**src/rtl/serial_comparator_pkg.sv**
```systemverilog
// Shared definitions for the serial magnitude comparator: FSM state type and default operand width.
package cmp_pkg;

  localparam int unsigned CMP_DEFAULT_WIDTH = 8;

  typedef enum logic [1:0] {
    IDLE  = 2'd0,
    SHIFT = 2'd1,
    DONE  = 2'd2
  } cmp_state_e;

endpackage

```
**src/rtl/serial_comparator_if.sv**
```systemverilog
// Bit-serial operand stream and result bundle between a driver (master) and the comparator (slave).
interface serial_comparator_if;

  logic start;
  logic bit_valid;
  logic a_bit;
  logic b_bit;
  logic bit_ready;
  logic busy;
  logic done;
  logic eq;
  logic gt;
  logic lt;

  modport master (
    output start, bit_valid, a_bit, b_bit,
    input  bit_ready, busy, done, eq, gt, lt
  );

  modport slave (
    input  start, bit_valid, a_bit, b_bit,
    output bit_ready, busy, done, eq, gt, lt
  );

endinterface

```
**src/rtl/serial_comparator_equal.sv**
```systemverilog
// 1-bit equality cell used for each serial operand bit pair.
module equal (
  input  logic a,
  input  logic b,
  output logic eq
);

  assign eq = (a & b) | (~a & ~b);

endmodule

```
**src/rtl/serial_comparator.sv**
```systemverilog
// MSB-first serial comparator: consumes WIDTH bit pairs and reports A==B, A>B or A<B with a done pulse.
module serial_comparator
  import cmp_pkg::*;
#(
  parameter int unsigned WIDTH = CMP_DEFAULT_WIDTH
) (
  input  logic               clk,
  input  logic               rst,
  serial_comparator_if.slave bus
);

  localparam int unsigned      CNT_W    = $clog2(WIDTH + 1);
  localparam logic [CNT_W-1:0] LAST_IDX = CNT_W'(WIDTH - 1);

  cmp_state_e       state_q, state_d;
  logic [CNT_W-1:0] cnt_q, cnt_d;
  logic             decided_q, decided_d;
  logic             eq_q, eq_d;
  logic             gt_q, gt_d;
  logic             lt_q, lt_d;
  logic             bit_eq;

  equal u_equal (
    .a  (bus.a_bit),
    .b  (bus.b_bit),
    .eq (bit_eq)
  );

  always_comb begin
    // NOTE: every variable gets its hold value first so no path leaves it unassigned (no latch).
    state_d   = state_q;
    cnt_d     = cnt_q;
    decided_d = decided_q;
    eq_d      = eq_q;
    gt_d      = gt_q;
    lt_d      = lt_q;

    case (state_q)
      IDLE, DONE: begin
        if (bus.start) begin
          state_d   = SHIFT;
          cnt_d     = '0;
          decided_d = 1'b0;
          eq_d      = 1'b0;
          gt_d      = 1'b0;
          lt_d      = 1'b0;
        end else if (state_q == DONE) begin
          state_d = IDLE;
        end
      end

      SHIFT: begin
        if (bus.bit_valid) begin
          cnt_d = cnt_q + CNT_W'(1);
          // MSB-first: the first differing pair alone decides the magnitude order.
          if (!decided_q && !bit_eq) begin
            decided_d = 1'b1;
            gt_d      = bus.a_bit & ~bus.b_bit;
            lt_d      = ~bus.a_bit & bus.b_bit;
          end
          if (cnt_q == LAST_IDX) begin
            state_d = DONE;
            eq_d    = ~decided_d;
          end
        end
      end

      default: state_d = IDLE;
    endcase
  end

  always_ff @(posedge clk) begin
    // NOTE: non-blocking updates so every flop samples pre-edge values, independent of statement order.
    if (rst) begin
      state_q   <= IDLE;
      cnt_q     <= '0;
      decided_q <= 1'b0;
      eq_q      <= 1'b0;
      gt_q      <= 1'b0;
      lt_q      <= 1'b0;
    end else begin
      state_q   <= state_d;
      cnt_q     <= cnt_d;
      decided_q <= decided_d;
      eq_q      <= eq_d;
      gt_q      <= gt_d;
      lt_q      <= lt_d;
    end
  end

  assign bus.bit_ready = (state_q == SHIFT);
  assign bus.busy      = (state_q == SHIFT);
  assign bus.done      = (state_q == DONE);
  assign bus.eq        = eq_q;
  assign bus.gt        = gt_q;
  assign bus.lt        = lt_q;

endmodule

```
**src/flat_wrapper.sv**
```systemverilog
// flat-port wrapper written by rule: the top's interface ports become plain ports
module serial_comparator_flat import cmp_pkg::*;
#(
  parameter int unsigned WIDTH = CMP_DEFAULT_WIDTH
)
  (clk, rst, bus_start, bus_bit_valid, bus_a_bit, bus_b_bit, bus_bit_ready, bus_busy, bus_done, bus_eq, bus_gt, bus_lt);
  serial_comparator_if bus_i ();
  input  logic clk;
  input  logic rst;
  input wire logic [$bits(bus_i.start)-1:0] bus_start;
  input wire logic [$bits(bus_i.bit_valid)-1:0] bus_bit_valid;
  input wire logic [$bits(bus_i.a_bit)-1:0] bus_a_bit;
  input wire logic [$bits(bus_i.b_bit)-1:0] bus_b_bit;
  output wire logic [$bits(bus_i.bit_ready)-1:0] bus_bit_ready;
  output wire logic [$bits(bus_i.busy)-1:0] bus_busy;
  output wire logic [$bits(bus_i.done)-1:0] bus_done;
  output wire logic [$bits(bus_i.eq)-1:0] bus_eq;
  output wire logic [$bits(bus_i.gt)-1:0] bus_gt;
  output wire logic [$bits(bus_i.lt)-1:0] bus_lt;
  assign bus_i.start = bus_start;
  assign bus_i.bit_valid = bus_bit_valid;
  assign bus_i.a_bit = bus_a_bit;
  assign bus_i.b_bit = bus_b_bit;
  assign bus_bit_ready = bus_i.bit_ready;
  assign bus_busy = bus_i.busy;
  assign bus_done = bus_i.done;
  assign bus_eq = bus_i.eq;
  assign bus_gt = bus_i.gt;
  assign bus_lt = bus_i.lt;
  serial_comparator #(.WIDTH(WIDTH)) u_core (.clk(clk), .rst(rst), .bus(bus_i));
endmodule
```
**config.mk**
```make
export PLATFORM = sky130hd
export DESIGN_NAME = serial_comparator_flat
export DESIGN_NICKNAME = d
export VERILOG_FILES = /design/src/rtl/serial_comparator_pkg.sv /design/src/rtl/serial_comparator_if.sv /design/src/rtl/serial_comparator_equal.sv /design/src/rtl/serial_comparator.sv /design/src/flat_wrapper.sv
export SDC_FILE = /design/constraint.sdc
export NUM_CORES = 1
export LEC_CHECK = 0
export ABC_AREA = 1
export BUFFER_PORTS_ARGS = -buffer_cell sky130_fd_sc_hd__buf_2
export CAP_MARGIN = 15
export CORE_AREA = 2 2 39 41
export CTS_CLUSTER_SIZE = 8
export DETAILED_ROUTE_END_ITERATION = 16
export DIE_AREA = 0 0 41 43
export SYNTH_ARGS = -nofsm -noshare
export SYNTH_HDL_FRONTEND = slang
export SYNTH_HIERARCHICAL = 1
export SYNTH_SLANG_ARGS = --single-unit
```
**constraint.sdc**
```tcl
create_clock -name clk -period 1.3 [get_ports clk]
set_input_delay 0.39 -clock clk [delete_from_list [all_inputs] [get_ports clk]]
set_output_delay 0.39 -clock clk [all_outputs]
set_load 0.1 [all_outputs]
```
# == Yosys cells after proc, flatten, opt, wreduce, memory -nomap -nowiden ==
# Cells that the tools add are included.
# classes
muxes,23
bitwise,8
eq_ne,8
reduce_logical,10
n_addsub,1
# ops
cell,count
1-bit two-way mux,11
2-bit two-way mux,4
4-bit two-way mux,2
1-bit one-hot mux with 2 select lines,4
4-bit one-hot mux with 2 select lines,1
4-bit AND reduction,2
3-bit AND reduction,2
4-bit by 1-bit adder with 4-bit output (second input constant),1
1-bit bitwise AND,4
4-bit by 3-bit equality test with 1-bit output (second input constant),1
2-bit by 1-bit != test with 1-bit output (second input constant),2
2-bit != test (second input constant),2
2-bit one-hot mux with 2 select lines,1
3-bit != test (second input constant),1
1-bit NOT,3
2-bit by 1-bit equality test with 1-bit output (second input constant),1
2-bit equality test (second input constant),1
1-bit logical NOT,2
2-bit logical NOT,1
2-bit nonzero test,1
2-bit OR reduction,1
1-bit logical AND,1
1-bit OR,1
# totals
input_bits,6
ff_bits,10
elab_cells,56

# == Logic depth before layout (Yosys ltp) ==
# Gate-level depths: netlist of the first run.
# depth
depth_word,12
depth_mapped,10

# == Modules after synthesis ==
# Netlist of the first run, hierarchy kept.
# modules_own_cells
mod,n_inst,area_each_um2,seq_area_each_um2,cells_per_inst
serial_comparator,1,505.5,200.2,79
equal,1,18.8,0.0,5

# == Least setup slack after synthesis of the first run ==
# No wires, ideal clock.
# synth_path
path_kind,register to output
start,register u_core.state_q[1]
end,output port bus_done
stages_incl_launch_ff,3
setup_slack_ns,-0.784
t_arrival_ns,1.694
required_ns,0.910
cell_sequence,dfxtp_1 inv_1 nor2_1
# synth_between
elab_chain_len,1
# synth_lines
item,line,text
from (decl),serial_comparator.sv:15,"cmp_state_e state_q, state_d;"
from (signal assigned),serial_comparator.sv:82,state_q <= state_d;
2-bit equality test,serial_comparator.sv:93,assign bus.done = (state_q == DONE);
to (decl),flat_wrapper.sv:16,output wire logic [$bits(bus_i.done)-1:0] bus_done;
# No other way between the ends.

# == Worst setup path in the final report of the first run ==
# layout_path
start,register u_core.state_q[0]
end,output port bus_busy
# layout_between
elab_chain_len,1
# layout_lines
item,line,text
2-bit by 1-bit equality test with 1-bit output,serial_comparator.sv:92,assign bus.busy = (state_q == SHIFT);
to (decl),flat_wrapper.sv:15,output wire logic [$bits(bus_i.busy)-1:0] bus_busy;
# No other way between the ends.

==> reports/results.ini, run 1 <==
[run_status]
status=complete, but fails checks
failed_checks=negative setup slack

[timing]
timing.final.max_slew_violations=0
setup_slack_ns=-0.126
slew-limit-headroom_pct=87.9
fmax_ghz=0.701
final-hold-violation-count=0
rsz0062_at_grt=true
finalSetupViolCount=3
fin_crit_ns=1.43
min_period_over_period_pct=110
tightest_slew_ns=0.181
clock_skew_ns=0.00419

[clocking]
cts_tree=yes
cts_max_level=1
clock-sinks=10
worstSkewPairLatency_ns=0.26
clkTransAtPathRegs_ns=0.06
cts_hold_repair.buffers=0
cts_buffers=3
root_buffer=clkbuf_4
clk_path_buf_depth=2

[setup_path]
required_ns=0.91
reg2reg_depth=8
startpoint_type=flip-flop
reg2reg_to=u_core/cnt_q[3]
crit_chain=inv_4 > nor2_4 > buf_12
max_stage_delay_ns=0.36
critPathKind=reg2out
critPathMaxFanout=4
worst-path-buf-inv=2
endpoint_kind=output pin
r2r_start=u_core/state_q[0]
rrSetupSlack_ns=0.11
critical_path_arrival_ns=1.04
slowest_stage=dfxtp_4
path_delay_family=flip-flops

[pwr]
p_leak_nw=0.398
ir_drop_v=0.000587
powerDensity_nw_per_um2=1170

[yosys]
syn_avg_cell_area_um2=6.24
synth-seq-area-share_pct=38.2
synth-seq-cells=10
yosys.cell_types.count=14
synth_top_cell_area_share_pct=38.2
yosys.area.top_type=dfxtp_1
synth_area_leaders=dfxtp_1 (38%), nand2_1 (18%), inv_1 (11%)
synth_nets=91
yosys_warnings=6
syn_inst=84
netlist_area_um2=524

[floorplanning]
ios=12
die_h_um=43
core_um2=1380
die_w_um=41
die_area_um2=1760
start_util_pct=37.9
rows=14

[drt]
wl_per_cell_um=8.78
wl_um=1050
drt_pre_antenna_iters=4
post-route-drc-count=0
viasPerCell=4.59
ant_nets=0
drtIter0Drc=7
num_vias=546

[final_layout]
drive_gt1_share_pct=31.1
fillCellCount=120
nets=111
final_area_um2=778
diodes=0
syn_to_final_growth_pct=48.4

[global_routing]
grt_first_pass_wirelength_um=1660
grt.overflow.total=0
grt_usage_pct=14.0
grt_pass1_vias=434
antenna_found_initial=0
grt_max_degree=7

[place]
hpwlAfterDp_um=774
portBuffers=11
pre_cts_slack_ns=0.0765
place_congestion=0.803
place_area_um2=699

[worst_hold_path]
hold_start=rst
hold_class=in2reg
min_to=u_core/state_q[0]
whs_path_depth=2

[flow_run]
cap_violations=0

cell type report:
cell class,instances,area (um2),area share [%]
Multi-Input combinational cell,57,267,34.2
Sequential cell,10,210,27.0
Inverter,16,62.6,8.04
Tap cell,16,20.0,2.57
Clock buffer,4,36.3,4.66
Timing Repair Buffer,16,183,23.5
cells by family after synthesis:
| logic type | Yosys count | synth area share (%) |
|---|---|---|
| buffers and inverters | 17 | 12.9 |
| flip-flops | 10 | 38.2 |
| AND/OR/NAND/NOR | 48 | 38.9 |
| AO/OA/AOI/OAI | 8 | 7.64 |
| adder cells (fa/ha/maj) | 1 | 2.39 |
registers in the layout, summed over array words and instances, names as in the netlist:
register          count
u_core/cnt_q          4
u_core/state_q        2
u_core/bus.eq         1
u_core/bus.gt         1
u_core/bus.lt         1
u_core/decided_q      1
worst max-delay path by stage:
stage                          to  cells past startpoint         startpoint
global route        bus_bit_ready                      3  u_core/state_q[0]
CTS                 bus_bit_ready                      3  u_core/state_q[0]
finish                   bus_busy                      3  u_core/state_q[0]
global placement         bus_busy                      3  u_core/state_q[0]
detailed placement  bus_bit_ready                      3  u_core/state_q[0]
floorplan                bus_busy                      3  u_core/state_q[0]
synthesized netlist by cell type:
cell type / n
inv_2: 1
ha_1: 1
a21oi_1: 6
o21ai_0: 2
nor2_1: 11
dfxtp_1: 10
buf_4: 1
nand2_1: 25
inv_1: 15
nand2_2: 1
nand3_1: 6
nor3_1: 3
nor2_4: 1
nand4_1: 1
layer usage:
| metal | GRT usage, % | routed length, um | up-vias |
|---|---|---|---|
| met3 | 3.14 | 39 | 2 |
| met1 | 18.8 | 502 | 241 |
| li1 | - | - | 296 |
| met2 | 17.8 | 490 | 7 |
| met4 | 12.0 | 13 | 0 |
| met5 | 0 | 0 | - |
through the flow:
stage               std cells  util, %  TNS [ns]  hold WS, ns  total power, mW
finish                    119     56.2    -0.363        0.324            0.913
global route              119     56.2    -0.492        0.313            0.969
CTS                       117     54.9    -0.364        0.314            0.920
detailed placement        110     50.5         0        0.493            0.626
global placement          110     50.5         0        0.480            0.625
floorplan                  84        -    -0.894        0.449            0.543
cells in the final DEF, fill, tap and decap left out, drive strengths merged:
cell type,instances
dfxtp,10
ha,1
nand3,6
nand2,26
nor2,12
nor3,3
clkbuf,4
nand4,1
o21ai,2
a21oi,6
inv,16
buf,16
report_power, final:
part | leakage (nW) | internal, mW | switching, mW
sequential | 0.0843 | 0.326 | 0.0171
combinational | 0.293 | 0.108 | 0.188
clock | 0.0210 | 0.170 | 0.103
total | 0.398 | 0.604 | 0.308
what timing repair did:
item                       4_1_cts  5_1_grt
gates resized for setup          2        2
setup endpoints to repair        3        4
pin swaps                        1        2
hold endpoints to repair         0        0
buffers inserted                 3        2
No activity file was read; power rests on OpenSTA's default activity.
==> run 2, diff against run 1 <==
==> constraint.sdc (replaced) <==
create_clock -name clk -period 1.3 [get_ports clk]
set_input_delay 0.195 -clock clk [delete_from_list [all_inputs] [get_ports clk]]
set_output_delay 0.195 -clock clk [all_outputs]
set_load 0.1 [all_outputs]
==> run 2 against run 1 <==
  * The run now ends clean
  * Critical path depth unchanged
  * Setup slack improved by 0.18 ns
  * Clock power decreased by 27%
  * Design area decreased by 8.4%
  * Clock skew decreased by 0.0028 ns
  * Combinational power decreased by 11%
  * Fmax increased by 14%
  * Sequential power decreased by 2%
  * Worst hold slack got worse by 0.19 ns
  * Total power decreased by 12%
  * First-iteration DRC count increased by 43%
  * Critical path type unchanged
  * Largest cell class unchanged
==> reports/results.ini, run 2 (same netlist as run 1, synthesis figures left out) <==
[timing]
slew-limit-headroom_pct=68.1  ; -20 points
fin_crit_ns=1.25  ; -0.177 ns
min_period_over_period_pct=96.1  ; -14 points
timing.final.max_slew_violations=0  ; unchanged
fmax_ghz=0.801  ; +14%
tightest_slew_ns=0.482  ; +0.301 ns
final-hold-violation-count=0  ; unchanged
finalSetupViolCount=0  ; -3
clock_skew_ns=0.00137  ; -0.00283 ns
rsz0062_at_grt=true

[drt]
viasPerCell=4.45  ; -3.1%
post-route-drc-count=0  ; unchanged
ant_nets=0  ; unchanged
drtIter0Drc=10  ; +3
drt_pre_antenna_iters=4  ; unchanged
wl_per_cell_um=8.78  ; about the same
wl_um=1020  ; -2.6%
num_vias=516  ; -5.5%

[final_layout]
nets=109  ; -1.8%
final_cell_mix=nand2_1 (25), inv_1 (15), nor2_1 (10)
fin_util_pct=51.5  ; -4.7 points
diodes=0  ; unchanged
fin_cells=116  ; -2.5%
fillCellCount=144  ; +20%
syn_to_final_growth_pct=36.0
top_register=u_core/cnt_q
ff_latch_area_um2=206  ; -1.8%
final_area_um2=713  ; -8.4%
biggestRegsByFlops=u_core/cnt_q: 4 flops, u_core/state_q: 2 flops
drive_gt1_share_pct=25.0  ; -6.1 points
multi_input_area_um2=267  ; unchanged
layout_commonest_cell=nand2_1
largest_reg_flops=4  ; unchanged

[floorplanning]
start_util_pct=37.9  ; unchanged
core_um2=1380  ; unchanged
die_h_um=43  ; unchanged
die_w_um=41  ; unchanged
die_area_um2=1760  ; unchanged
rows=14  ; unchanged
ios=12  ; unchanged

[place]
place_inst=110  ; unchanged
portBuffers=11  ; unchanged
hpwlAfterDp_um=741  ; -4.3%
place_area_um2=641  ; -8.4%
place_congestion=0.730  ; -9.1%

[clocking]
clk_path_buf_depth=2  ; unchanged
cts_max_level=1  ; unchanged
worstSkewPairLatency_ns=0.25  ; about the same
cts_tree=yes
cts_buffers=3  ; unchanged
clkTransAtPathRegs_ns=0.06  ; about the same
clock-sinks=10  ; unchanged
cts_hold_repair.buffers=0  ; unchanged
root_buffer=clkbuf_4

[global_routing]
grt_max_degree=7  ; unchanged
grt.overflow.total=0  ; unchanged
grt_pass1_vias=434  ; unchanged
antenna_found_initial=0  ; unchanged
grt_usage_pct=13.6  ; -0.36 points
grt_first_pass_wirelength_um=1640  ; -1.3%

[worst_hold_path]
whs_path_depth=2  ; unchanged
hold_class=in2reg

[pwr]
ir_drop_v=0.000572  ; -2.6%
powerDensity_nw_per_um2=1120  ; -4.5%
p_leak_nw=0.371  ; -6.7%

[setup_path]
critical_path_arrival_ns=1.05  ; about the same
reg2reg_depth=8  ; unchanged
critPathKind=reg2out
startpoint_type=flip-flop
required_ns=1.11  ; +0.20 ns
endpoint_kind=output pin
critPathMaxFanout=4  ; unchanged

[run_status]
status=completed

[flow_run]
cap_violations=0  ; unchanged

run 2: cell count changes in the layout (fill, tap and decap cells not counted), sizes merged:
cell    before  now
buf         16   14
clkbuf       4    3
run 2: through the flow:
stage | total power, mW | hold WS, ns | setup TNS (ns) | setup WS (ns)
floorplan | 0.535 | 0.257 | -0.729 | -0.167
global placement | 0.586 | 0.396 | 0 | 0.129
detailed placement | 0.586 | 0.396 | 0 | 0.145
CTS | 0.801 | 0.115 | 0 | 0.0228
global route | 0.855 | 0.126 | -0.0161 | -0.00810
finish | 0.799 | 0.129 | 0 | 0.0513
run 2: power breakdown:
| part | internal, mW | leakage (nW) | switching (mW) |
|---|---|---|---|
| registers | 0.324 | 0.0832 | 0.0131 |
| clock network | 0.106 | 0.0138 | 0.0930 |
| logic | 0.0785 | 0.274 | 0.184 |
| total | 0.509 | 0.371 | 0.290 |
run 2: worst paths after layout:
path                        to               from  slack [ns]
max                   bus_busy  u_core/state_q[0]        0.05
min          u_core/state_q[0]                rst        0.13
max reg2reg      u_core/bus.lt  u_core/state_q[0]        0.13
min reg2reg    u_core/cnt_q[0]    u_core/cnt_q[0]        0.47
run 2: critical path: stages (launching register included):
cell and delay, ns:
dfxtp_4 0.38, inv_4 0.04, nor2_4 0.18, buf_12 0.20
run 2: metal layers:
layer | global-route usage (%) | up-vias | part of all wire [%]
met2 | 19.1 | 7 | 48
met3 | 1.57 | 2 | 4.1
li1 | - | 288 | -
met4 | 12.0 | 0 | 1.3
met5 | 0 | - | 0
met1 | 17.4 | 219 | 47
run 2: cell type report:
cell class / count / area share (%)
clock buffers: 3 / 3.16
multi-input cells: 57 / 37.4
repair buffers: 14 / 18.9
flip-flops and latches: 10 / 28.9
inverters: 16 / 8.77
well taps: 16 / 2.81
run 2: timing repair:
item                                    in CTS  in global routing
pin swaps                                    1                  1
endpoints found under the hold margin        0                  0
endpoints found under the setup margin       2                  5
setup buffers                                2                  1
resized for setup                            0                  6
